--- config.mk ---
export PLATFORM = sky130hd
export DESIGN_NAME = priority_decoder_fifo_flat
export DESIGN_NICKNAME = d
export VERILOG_FILES = /design/src/rtl/priority_decoder_fifo_if.sv /design/src/rtl/priority_decoder_fifo.sv /design/src/flat_wrapper.sv
export SDC_FILE = /design/constraint.sdc
export NUM_CORES = 1
export LEC_CHECK = 0
export ABC_AREA = 1
export BUFFER_PORTS_ARGS = -buffer_cell sky130_fd_sc_hd__buf_4
export CORE_ASPECT_RATIO = 1.1
export CORE_MARGIN = 2
export CORE_UTILIZATION = 58
export CTS_CLUSTER_DIAMETER = 50
export DETAILED_ROUTE_END_ITERATION = 16
export PLACE_DENSITY = 0.89
export SETUP_SLACK_MARGIN = 0.1
export SLEW_MARGIN = 10
export SYNTH_ARGS = -nofsm -noshare
export SYNTH_HDL_FRONTEND = slang
export SYNTH_SLANG_ARGS = --single-unit
--- constraint.sdc ---
create_clock -name clk -period 2.1 [get_ports clk]
set_input_delay 0.42 -clock clk [delete_from_list [all_inputs] [get_ports clk]]
set_output_delay 0.42 -clock clk [all_outputs]
set_load 0.05 [all_outputs]
--- src/rtl/priority_decoder_fifo_if.sv ---
// Handshake bundle for priority_decoder_fifo: code words in, decoded one-hot entries out.
// The slave modport is the decoder's view; the master modport is the producer/consumer side.
interface priority_decoder_fifo_if #(
    parameter int OUT_W = 16
);
    logic [7:0]       in_code;
    logic             in_valid;
    logic             in_ready;
    logic [OUT_W-1:0] out_onehot;
    logic             out_none;
    logic             out_error;
    logic             out_valid;
    logic             out_ready;

    modport slave (
        input  in_code, in_valid, out_ready,
        output in_ready, out_onehot, out_none, out_error, out_valid
    );

    modport master (
        output in_code, in_valid, out_ready,
        input  in_ready, out_onehot, out_none, out_error, out_valid
    );
endinterface

--- src/rtl/priority_decoder_fifo.sv ---
// Decodes 8-bit priority-encoder code words into one-hot/none/error entries and
// buffers them in a first-word-fall-through FIFO drained over a valid/ready handshake.
module priority_decoder_fifo #(
    parameter int DEPTH = 4,
    parameter int OUT_W = 16,
    parameter int ERR_W = 8
) (
    input  logic                    clk,
    input  logic                    rst,
    priority_decoder_fifo_if.slave  bus,
    output logic [$clog2(DEPTH):0]  fill_count,
    output logic [ERR_W-1:0]        err_count
);
    localparam int PTR_W   = $clog2(DEPTH);
    localparam int CNT_W   = PTR_W + 1;
    localparam int ENTRY_W = OUT_W + 2;

    typedef logic [ENTRY_W-1:0] entry_t;

    entry_t             mem_q [DEPTH];
    entry_t             mem_d [DEPTH];
    logic [PTR_W-1:0]   wr_ptr_q, wr_ptr_d;
    logic [PTR_W-1:0]   rd_ptr_q, rd_ptr_d;
    logic [CNT_W-1:0]   fill_q, fill_d;
    logic [ERR_W-1:0]   err_q, err_d;
    logic               push, pop;
    logic               out_valid;
    entry_t             in_entry;
    entry_t             head;

    // Entry layout is {error, none, onehot}; only codes with a zero upper nibble index a line.
    always_comb begin
        in_entry = '0;
        if (bus.in_code[7:4] == 4'h0) begin
            in_entry[OUT_W-1:0] = OUT_W'(1) << bus.in_code[3:0];
        end else if (bus.in_code == 8'hF0) begin
            in_entry[OUT_W] = 1'b1;
        end else begin
            in_entry[OUT_W+1] = 1'b1;
        end
    end

    assign bus.in_ready = (fill_q < CNT_W'(DEPTH));
    assign out_valid    = (fill_q != '0);
    assign push         = bus.in_valid && bus.in_ready;
    assign pop          = out_valid && bus.out_ready;

    always_comb begin
        mem_d    = mem_q;
        wr_ptr_d = wr_ptr_q;
        rd_ptr_d = rd_ptr_q;
        fill_d   = fill_q;
        err_d    = err_q;
        if (push) begin
            mem_d[wr_ptr_q] = in_entry;
            wr_ptr_d        = wr_ptr_q + 1'b1;
            if (in_entry[OUT_W+1] && (err_q != '1)) begin
                err_d = err_q + 1'b1;
            end
        end
        if (pop) begin
            rd_ptr_d = rd_ptr_q + 1'b1;
        end
        case ({push, pop})
            2'b10:   fill_d = fill_q + 1'b1;
            2'b01:   fill_d = fill_q - 1'b1;
            default: fill_d = fill_q;
        endcase
    end

    // Storage is left unreset; the outputs are masked whenever the FIFO is empty.
    always_ff @(posedge clk) begin
        if (rst) begin
            wr_ptr_q <= '0;
            rd_ptr_q <= '0;
            fill_q   <= '0;
            err_q    <= '0;
        end else begin
            mem_q    <= mem_d;
            wr_ptr_q <= wr_ptr_d;
            rd_ptr_q <= rd_ptr_d;
            fill_q   <= fill_d;
            err_q    <= err_d;
        end
    end

    assign head           = mem_q[rd_ptr_q];
    assign bus.out_valid  = out_valid;
    assign bus.out_onehot = out_valid ? head[OUT_W-1:0] : '0;
    assign bus.out_none   = out_valid ? head[OUT_W]     : 1'b0;
    assign bus.out_error  = out_valid ? head[OUT_W+1]   : 1'b0;
    assign fill_count     = fill_q;
    assign err_count      = err_q;

endmodule
--- src/flat_wrapper.sv ---
// flat-port wrapper written by rule: the top's interface ports become plain ports
module priority_decoder_fifo_flat 
#(
    parameter int DEPTH = 4,
    parameter int OUT_W = 16,
    parameter int ERR_W = 8
)
  (clk, rst, fill_count, err_count, bus_in_code, bus_in_valid, bus_out_ready, bus_in_ready, bus_out_onehot, bus_out_none, bus_out_error, bus_out_valid);
  priority_decoder_fifo_if #(.OUT_W(OUT_W)) bus_i ();
  input  logic clk;
  input  logic rst;
  output logic [$clog2(DEPTH):0] fill_count;
  output logic [ERR_W-1:0] err_count;
  input wire logic [$bits(bus_i.in_code)-1:0] bus_in_code;
  input wire logic [$bits(bus_i.in_valid)-1:0] bus_in_valid;
  input wire logic [$bits(bus_i.out_ready)-1:0] bus_out_ready;
  output wire logic [$bits(bus_i.in_ready)-1:0] bus_in_ready;
  output wire logic [$bits(bus_i.out_onehot)-1:0] bus_out_onehot;
  output wire logic [$bits(bus_i.out_none)-1:0] bus_out_none;
  output wire logic [$bits(bus_i.out_error)-1:0] bus_out_error;
  output wire logic [$bits(bus_i.out_valid)-1:0] bus_out_valid;
  assign bus_i.in_code = bus_in_code;
  assign bus_i.in_valid = bus_in_valid;
  assign bus_i.out_ready = bus_out_ready;
  assign bus_in_ready = bus_i.in_ready;
  assign bus_out_onehot = bus_i.out_onehot;
  assign bus_out_none = bus_i.out_none;
  assign bus_out_error = bus_i.out_error;
  assign bus_out_valid = bus_i.out_valid;
  priority_decoder_fifo #(.DEPTH(DEPTH), .OUT_W(OUT_W), .ERR_W(ERR_W)) u_core (.clk(clk), .rst(rst), .bus(bus_i), .fill_count(fill_count), .err_count(err_count));
endmodule
==> results of run 1 <==
## repair_timing
action | in CTS | in global routing
buffers inserted | 1 | 2
gates cloned | 3 | 2
setup endpoints to repair | 19 | 20
gates resized for setup | 24 | 33
pin swaps | 0 | 12
## worst reg2reg max path: cells and delay by family, from the launching register on
kind | cells | cell delay [ps]
buffers and inverters | 2 | 150
and+or+nand+nor | 1 | 110
DFF | 1 | 380
adders and majority gates | 2 | 560
AOI/OAI and AO/OA | 4 | 530
## cell usage after synthesis
master	n
nand3_1	8
or2_1	1
nand2_4	1
nor2_2	4
nand2_2	3
nand2_1	28
nor2_1	119
nand4_4	2
o21ai_0	41
xor2_1	1
inv_1	32
o21ai_1	2
dfxtp_1	15
a21oi_1	26
buf_2	9
inv_2	2
nor3_1	1
clkbuf_1	4
nand3_2	2
nor2_4	4
ha_1	6
fa_1	1
edfxtp_1	72
nor4_1	1
buf_4	2
nand4_1	6
## cells by family (layout without fill, tap and decap cells)
group	after synthesis	after routing	share of synthesized area
compound gates	69	69	0.0880
xor+xnor	1	1	0.00223
buf+inv	49	111	0.0517
fa+ha+maj	7	7	0.0242
simple gates	180	180	0.206
flops	87	87	0.628
## where the power goes
| group | switching [W] | internal, W | leakage [nW] |
|---|---|---|---|
| clock network | 0.000592 | 0.000556 | 0.0891 |
| logic | 0.00203 | 0.00101 | 0.962 |
| registers | 0.000105 | 0.00199 | 0.822 |
| total | 0.00273 | 0.00355 | 1.87 |
## sequential cells by signal (all words and copies together) (netlist names)
register           cells
u_core.wr_ptr_q        2
u_core.mem_q          72
u_core.rd_ptr_q        2
u_core.err_count       8
u_core.fill_count      3
## layout by cell type, fill, tap and decap left out, drive strengths merged, types with 6 or more instances in the layout
cell        n
a21oi      26
buf        57
clkbuf     11
clkinvlp    7
dfxtp      15
edfxtp     72
ha          6
inv        34
nand2      32
nand3      10
nand4       8
nor2      127
o21ai      43
## routing by layer
layer  vias up  wire [um]  global-route usage
li1       1433          -                   -
met1      1409       3590               0.291
met4         0        250               0.143
met3        23        528              0.0450
met2       131       4410               0.389
met5         -          0                   0
## how the worst max path moves through the flow
stage,cells past startpoint,from,to,slack [ps]
after floorplan,6,u_core.rd_ptr_q[1],bus_out_onehot[5],80
after global placement,10,bus_out_ready,u_core.fill_count[2],280
after detailed placement,10,bus_out_ready,u_core.fill_count[2],50
after CTS,5,u_core.rd_ptr_q[1],bus_out_onehot[0],70
after global routing,5,u_core.rd_ptr_q[1],bus_out_onehot[2],-10
final,5,u_core.rd_ptr_q[1],bus_out_none,50
## layout make-up
cell class | instances | area share
clock inverters | 6 | 0.0144
well taps | 82 | 0.0210
repair buffers | 58 | 0.112
repair inverters | 3 | 0.00462
inverters | 34 | 0.0269
flip-flops and latches | 87 | 0.507
clock buffers | 10 | 0.0262
multi-input cells | 257 | 0.288
## through the flow
stage          cell area, um2  hold slack [ps]
2_1_floorplan            4050              485
3_3_place_gp             4490              503
3_5_place_dp             4490              527
4_1_cts                  4750              227
5_1_grt                  4880              236
6_report                 4880              241
==> out/qor.csv, run 1 <==
metric,value,unit
status,"finished, final reports clean",
vdd_ir_drop_max,0.804,mV
syn-cell-area,0.00392,mm2
grt_max_degree,37,
synth.avg_cell_area,9.98,um2
hold-path-cell-count,2,
ys_ff_latch,87,
syn_nets,412,
tightestPinTransition,564,ps
num_vias,2996,
yosys.area.top_type,edfxtp_1,
cts_tree,yes,
placed_cells,513,
grt_pass1_wl,13.1,mm
worstRegToRegCells,9,
yosysSeqAreaShare,0.628,
reg2reg_to,u_core.fill_count[2],
clk_latency,350,ps
arrival,1630,ps
rr_startpoint,u_core.fill_count[2],
viasPerCell,5.58,
critPathSlowestCell,dfxtp_4,
area.sequential,0.00247,mm2
rows,31,
multiInputGateArea,0.00140,mm2
finalWeightedCongestion,0.853,
pre_cts_ws,51.9,ps
crit_fanout,5,
antenna_found_initial,0,
finalSetupTns,0,ps
fp.dieH,90.3,um
maxCapViolCount,0,
antenna_cells,0,
hpwl,5.31,mm
grt_pass1_vias,2807,
crit_path_start_kind,register,
cts-buffers-inserted,9,
nFillCells,442,
clockBufferDepth,2,
syn_to_final_growth,24.3,%
drt-total-wl,8.78,mm
synth_top_area_frac,0.551,
drcViolationCount,0,
cpLargestDelayFamily,flip-flops,
drt_first_pass_iters,5,
ys_types,26,
critPathRequiredTime,1680,ps
core-area,0.00656,mm2
crit_chain,"clkinvlp_4, nor2_1, o21ai_0, a21oi_2, buf_6",
grt-ovfl-total,0,
period_needed,2050,ps
wl_per_cell,16.3,um
finalNetCount,469,
fin_ws,50.2,ps
grt_usage,0.240,
relSlewSlack,0.620,
die_area,0.00744,mm2
cp_slowest_stage_delay,440,ps
ios,43,
clock-sinks,87,
rrSetupSlack,250,ps
ant_nets,0,
yosys-top-cells-area,"edfxtp_1 (55%), nor2_1 (11%), dfxtp_1 (7.7%)",
instances_no_fill,537,
finalSetupViolCount,0,
cts_htree_levels,3,
start_util,0.599,
timing.final.crit_share,0.976,
clkTransAtPathRegs,80,ps
hp-class,in -> reg,
rsz0062_at_grt,yes,
synthCells,393,
ys.warnings.count,0,
powerDensity,1290,mW/mm2
cts.hold.buffers_added,0,
hold_end,u_core.fill_count[1],
fp.dieW,82.4,um
p_total,0.00628,W
cp_num_buf_inv,2,
slew_viol_final,0,
layout-drive-gt1-share,0.273,
p_leak,1.87,nW
endpoint_kind,output port,
cts-root-buf,clkbuf_8,
clock_skew,6.15,ps
crit_type,reg -> out,
port_buffers,42,
min_from,rst,
post-route-util,0.744,
final-hold-violation-count,0,
drt_iter0_drc,296,
fmax,488,MHz
(Power assumes the default switching activity.)
==> run 2, diff against run 1 <==
--- a/config.mk
+++ b/config.mk
@@ -13,8 +13,10 @@
 export CTS_CLUSTER_DIAMETER = 50
 export DETAILED_ROUTE_END_ITERATION = 16
 export PLACE_DENSITY = 0.89
+export RECOVER_POWER = 50
 export SETUP_SLACK_MARGIN = 0.1
 export SLEW_MARGIN = 10
 export SYNTH_ARGS = -nofsm -noshare
 export SYNTH_HDL_FRONTEND = slang
 export SYNTH_SLANG_ARGS = --single-unit
+export TNS_END_PERCENT = 10
==> run 2 against run 1 <==
Sequential power is essentially flat. Core utilization about the same. Hold slack lost 21 ps. Global-route usage rose by 0.53 points. Maximum frequency is 2.0% lower. Critical path type unchanged.
==> out/qor.csv, run 2 (synthesized netlist as in run 1, its figures left out) <==
metric,value,unit
crit_chain,"buf_12, clkbuf_16, nor2_1, nor2_1, o21ai_0, a21oi_1, buf_4",
crit_fanout,5,
finalWeightedCongestion,0.858,
clock-sinks,87,
cp_slowest_stage_delay,370,ps
fmax,478,MHz
powerDensity,1330,mW/mm2
antenna_found_initial,0,
cts-root-buf,clkbuf_8,
grt_usage,0.245,
status,"finished, final reports clean",
cpLargestDelayFamily,buffers and inverters,
grt_max_degree,37,
critPathRequiredTime,1680,ps
syn_to_final_growth,24.4,%
design_area,0.00488,mm2
grt_pass1_vias,2876,
drcViolationCount,0,
use_met1,0.294,
relSlewSlack,0.597,
clockBufferDepth,2,
ant_nets,0,
startpoint,u_core.rd_ptr_q[0],
arrival,1670,ps
layout-drive-gt1-share,0.222,
reg2reg_to,u_core.fill_count[2],
grt-busiest-layer,met2,
drt_iter0_drc,318,
slew_viol_final,0,
rr_startpoint,u_core.fill_count[1],
p_leak,1.87,nW
drt_first_pass_iters,5,
num_vias,3065,
hpwl,4.96,mm
vdd_ir_drop_max,0.980,mV
viasPerCell,5.67,
place_area,0.00446,mm2
regMostFlops,u_core.mem_q,
rsz0062_at_grt,yes,
clock_skew,13.7,ps
cp-endpoint,bus_out_none,
crit_type,reg -> out,
start_util,0.599,
critPathSlowestCell,dfxtp_4,
largest_register_ffs,72,
cts-buffers-inserted,9,
tightestPinTransition,607,ps
wl_per_cell,17.7,um
layout_common_cells,"nor2_1 (115), edfxtp_1 (72), inv_1 (32)",
maxCapViolCount,0,
timing.final.crit_share,0.996,
drt-total-wl,9.57,mm
rows,31,
crit_path_start_kind,register,
ios,43,
cpMostUsedCell,nor2_1,
final-hold-violation-count,0,
period_needed,2090,ps
clk_latency,360,ps
core-area,0.00656,mm2
use_met3,0.0420,
rrSetupSlack,180,ps
use_met2,0.402,
finalNetCount,473,
port_buffers,42,
crit_cells,7,
fp.dieH,90.3,um
cts_htree_levels,3,
worstRegToRegCells,9,
cts_tree,yes,
grt_pass1_wl,13.4,mm
finalSetupViolCount,0,
endpoint_kind,output port,
fp.dieW,82.4,um
antenna_cells,0,
grt-ovfl-total,0,
hp-class,in -> reg,
clkTransAtPathRegs,90,ps
die_area,0.00744,mm2
finalSetupTns,0,ps
cp_num_buf_inv,3,
final_common_cell,nor2_1,
cts.hold.buffers_added,0,
run 2: cell count changes in the layout (fill, tap and decap cells not counted), moves of 4 or more:
cell        previous run  this run
buf_6                 15        11
a21oi_1               12        16
buf_4                 39        30
clkbuf_1               1        15
clkinvlp_4             7         3
a21oi_2                6         2
o21ai_2                1         5
run 2: layer usage:
metal | vias up | wire, um
met2 | 146 | 4990
met5 | - | 0
met1 | 1444 | 3660
met3 | 31 | 594
met4 | 0 | 318
li1 | 1444 | -
run 2: layout make-up:
class	count	area [um2]
Fill cell	440	1670
Inverter	34	131
Timing Repair inverter	2	15.0
Clock buffer	13	159
Sequential cell	87	2470
Tap cell	82	103
Clock inverter	3	65.1
Timing Repair Buffer	63	593
Multi-Input combinational cell	257	1350
run 2: worst min-delay path by stage:
stage                                   start                    to  slack (ps)  cells after the start
final                                     rst  u_core.fill_count[1]         220                      2
after global routing                      rst  u_core.fill_count[1]         220                      2
after CTS                                 rst  u_core.fill_count[1]         220                      2
after detailed placement  u_core.err_count[7]   u_core.err_count[7]         530                      2
after global placement     u_core.rd_ptr_q[0]    u_core.rd_ptr_q[0]         500                      1
after floorplan            u_core.wr_ptr_q[1]    u_core.wr_ptr_q[1]         490                      2
run 2: power by group:
group / leakage [nW] / switching [W] / total [W] / internal [W]
clock network: 0.114 / 0.000562 / 0.00130 / 0.000734
logic: 0.939 / 0.00209 / 0.00313 / 0.00103
registers: 0.821 / 0.0000864 / 0.00207 / 0.00198
run 2: repair_timing:
item | in CTS | in global routing
setup buffers | 4 | 2
setup endpoints to repair | 19 | 20
pin swaps | 1 | 7
cloned | 3 | 5
resized for setup | 25 | 31
run 2: per-stage QoR:
| step | total power (W) | utilization | instances | hold WS (ps) | worst slack [ps] |
|---|---|---|---|---|---|
| 4_1_cts | 0.00621 | 0.732 | 534 | 225 | 29.9 |
| 2_1_floorplan | 0.00404 | - | 393 | 490 | -22.4 |
| 3_5_place_dp | 0.00477 | 0.680 | 511 | 530 | 133 |
| 6_report | 0.00649 | 0.745 | 541 | 220 | 8.40 |
| 3_3_place_gp | 0.00472 | 0.680 | 511 | 505 | 210 |
| 5_1_grt | 0.00673 | 0.745 | 541 | 224 | -56.4 |
==> run 3, diff against run 2 <==
--- a/config.mk
+++ b/config.mk
@@ -8,12 +8,13 @@
 export ABC_AREA = 1
 export BUFFER_PORTS_ARGS = -buffer_cell sky130_fd_sc_hd__buf_4
 export CORE_ASPECT_RATIO = 1.1
-export CORE_MARGIN = 2
+export CORE_MARGIN = 1.5
 export CORE_UTILIZATION = 58
 export CTS_CLUSTER_DIAMETER = 50
 export DETAILED_ROUTE_END_ITERATION = 16
 export PLACE_DENSITY = 0.89
 export RECOVER_POWER = 50
+export REMOVE_ABC_BUFFERS = 1
 export SETUP_SLACK_MARGIN = 0.1
 export SLEW_MARGIN = 10
 export SYNTH_ARGS = -nofsm -noshare
==> run 3 against run 2 <==
Via count decreased by 4.1%. Sequential power barely moved. Non-clock buffer count down 5. Largest power group unchanged.
==> out/qor.csv, run 3 (synthesized netlist as in run 1, its figures left out) <==
metric,value,unit
p_int,0.00343,W
cp_num_buf_inv,3,
slew_viol_final,0,
pwr-share-clk,0.209,
wl_per_cell,15.2,um
pre_cts_ws,243,ps
status,"finished, final reports clean",
drt-total-wl,8.14,mm
syn_to_final_growth,16.8,%
tightestPinTransition,611,ps
grt_pass1_wl,13.3,mm
grt_pass1_vias,2846,
hpwl,5.29,mm
fp.dieH,89.3,um
ios,43,
vdd_ir_drop_max,0.941,mV
endpoint_kind,output port,
num_vias,2940,
clkTransAtPathRegs,80,ps
finalNetCount,466,
port_buffers,42,
antenna_cells,0,
finalSetupViolCount,0,
regMostFlops,u_core.mem_q,
layout_common_cells,"nor2_1 (120), edfxtp_1 (72), buf_4 (33)",
fmax,496,MHz
fin_ws,83.8,ps
clock_skew,7.21,ps
layout-drive-gt1-share,0.170,
relSlewSlack,0.595,
final_common_cell,nor2_1,
cp_slowest_stage_delay,390,ps
design_area,0.00458,mm2
rows,31,
drcViolationCount,0,
drt_first_pass_iters,5,
clk_latency,350,ps
cts_htree_levels,3,
p_sw_frac,0.422,
die_area,0.00727,mm2
crit_fanout,7,
cts_tree,yes,
fp.dieW,81.4,um
maxCapViolCount,0,
cpLargestDelayFamily,buffers and inverters,
crit_path_start_kind,register,
crit_type,reg -> out,
critPathRequiredTime,1680,ps
finalWeightedCongestion,0.793,
finalSetupTns,0,ps
cts-buffers-inserted,9,
rsz0062_at_grt,yes,
clock-sinks,87,
largest_register_ffs,72,
start_util,0.599,
period_needed,2020,ps
powerDensity,1290,mW/mm2
viasPerCell,5.51,
power.switching,0.00250,W
pwr-share-comb,0.443,
core-area,0.00656,mm2
grt_usage,0.248,
p_leak,1.80,nW
grt-ovfl-total,0,
ant_nets,0,
grt_max_degree,23,
drt_iter0_drc,219,
hp-class,in -> reg,
clockBufferDepth,2,
pwr-share-seq,0.348,
final-hold-violation-count,0,
timing.final.crit_share,0.960,
crit_chain,"buf_8, buf_4, nor2_1, nor2_1, o21ai_1, a21oi_1, buf_4",
arrival,1600,ps
cts-root-buf,clkbuf_8,
place_area,0.00437,mm2
antenna_found_initial,0,
critPathSlowestCell,dfxtp_4,
==> run 3: final cells by class <==
| type | instances | area [um2] |
|---|---|---|
| clock buffer | 9 | 124 |
| clock inverter | 7 | 87.6 |
| multi-input combinational | 257 | 1220 |
| inverter | 34 | 130 |
| sequential | 87 | 2470 |
| tap | 82 | 103 |
| fill | 501 | 1970 |
| timing repair buffer | 58 | 447 |
==> run 3: worst register-to-register path: cells and delay by family (launching register included) <==
kind            cells  cell delay (ps)
compound gates      4              480
fa+ha+maj           2              540
buf+inv             2              190
flops               1              390
simple gates        1              130
==> run 3: layer usage <==
metal  up-vias  GRT usage  routed length, um
met2       112      0.448               4210
met5         -          0                  0
met4         0     0.0893                150
met1      1381      0.293               3300
li1       1431          -                  -
met3        16     0.0500                481
==> run 3: timing repair <==
action                     CTS  global route
buffers inserted             2             1
hold buffers                 0             0
pin swaps                    2            24
resized for setup           11            29
setup endpoints to repair   14            19
==> run 3: final timing paths <==
| check | from | to | slack (ps) | cells past startpoint |
|---|---|---|---|---|
| worst max register to register | u_core.fill_count[2] | u_core.fill_count[2] | 290 | 9 |
| worst min-delay path | rst | u_core.err_count[0] | 240 | 2 |
| worst min register to register | u_core.err_count[7] | u_core.err_count[7] | 540 | 2 |
| worst max-delay path | u_core.rd_ptr_q[0] | bus_out_onehot[1] | 80 | 7 |
==> run 3: stage by stage <==
step | power [W] | hold WS, ps | util | std cells
global route | 0.00620 | 228 | 0.699 | 534
global placement | 0.00453 | 508 | 0.667 | 515
CTS | 0.00587 | 235 | 0.708 | 533
finish | 0.00593 | 238 | 0.699 | 534
detailed placement | 0.00459 | 516 | 0.667 | 515
floorplan | 0.00377 | 491 | - | 378
==> run 3: power by group through the flow <==
stage | registers [W] | logic, W | clock network, W
after floorplan | 0.00226 | 0.00151 | 0
after global placement | 0.00208 | 0.00245 | 0
after detailed placement | 0.00209 | 0.00249 | 0
after CTS | 0.00206 | 0.00257 | 0.00124
after global routing | 0.00208 | 0.00280 | 0.00131
final | 0.00206 | 0.00262 | 0.00124
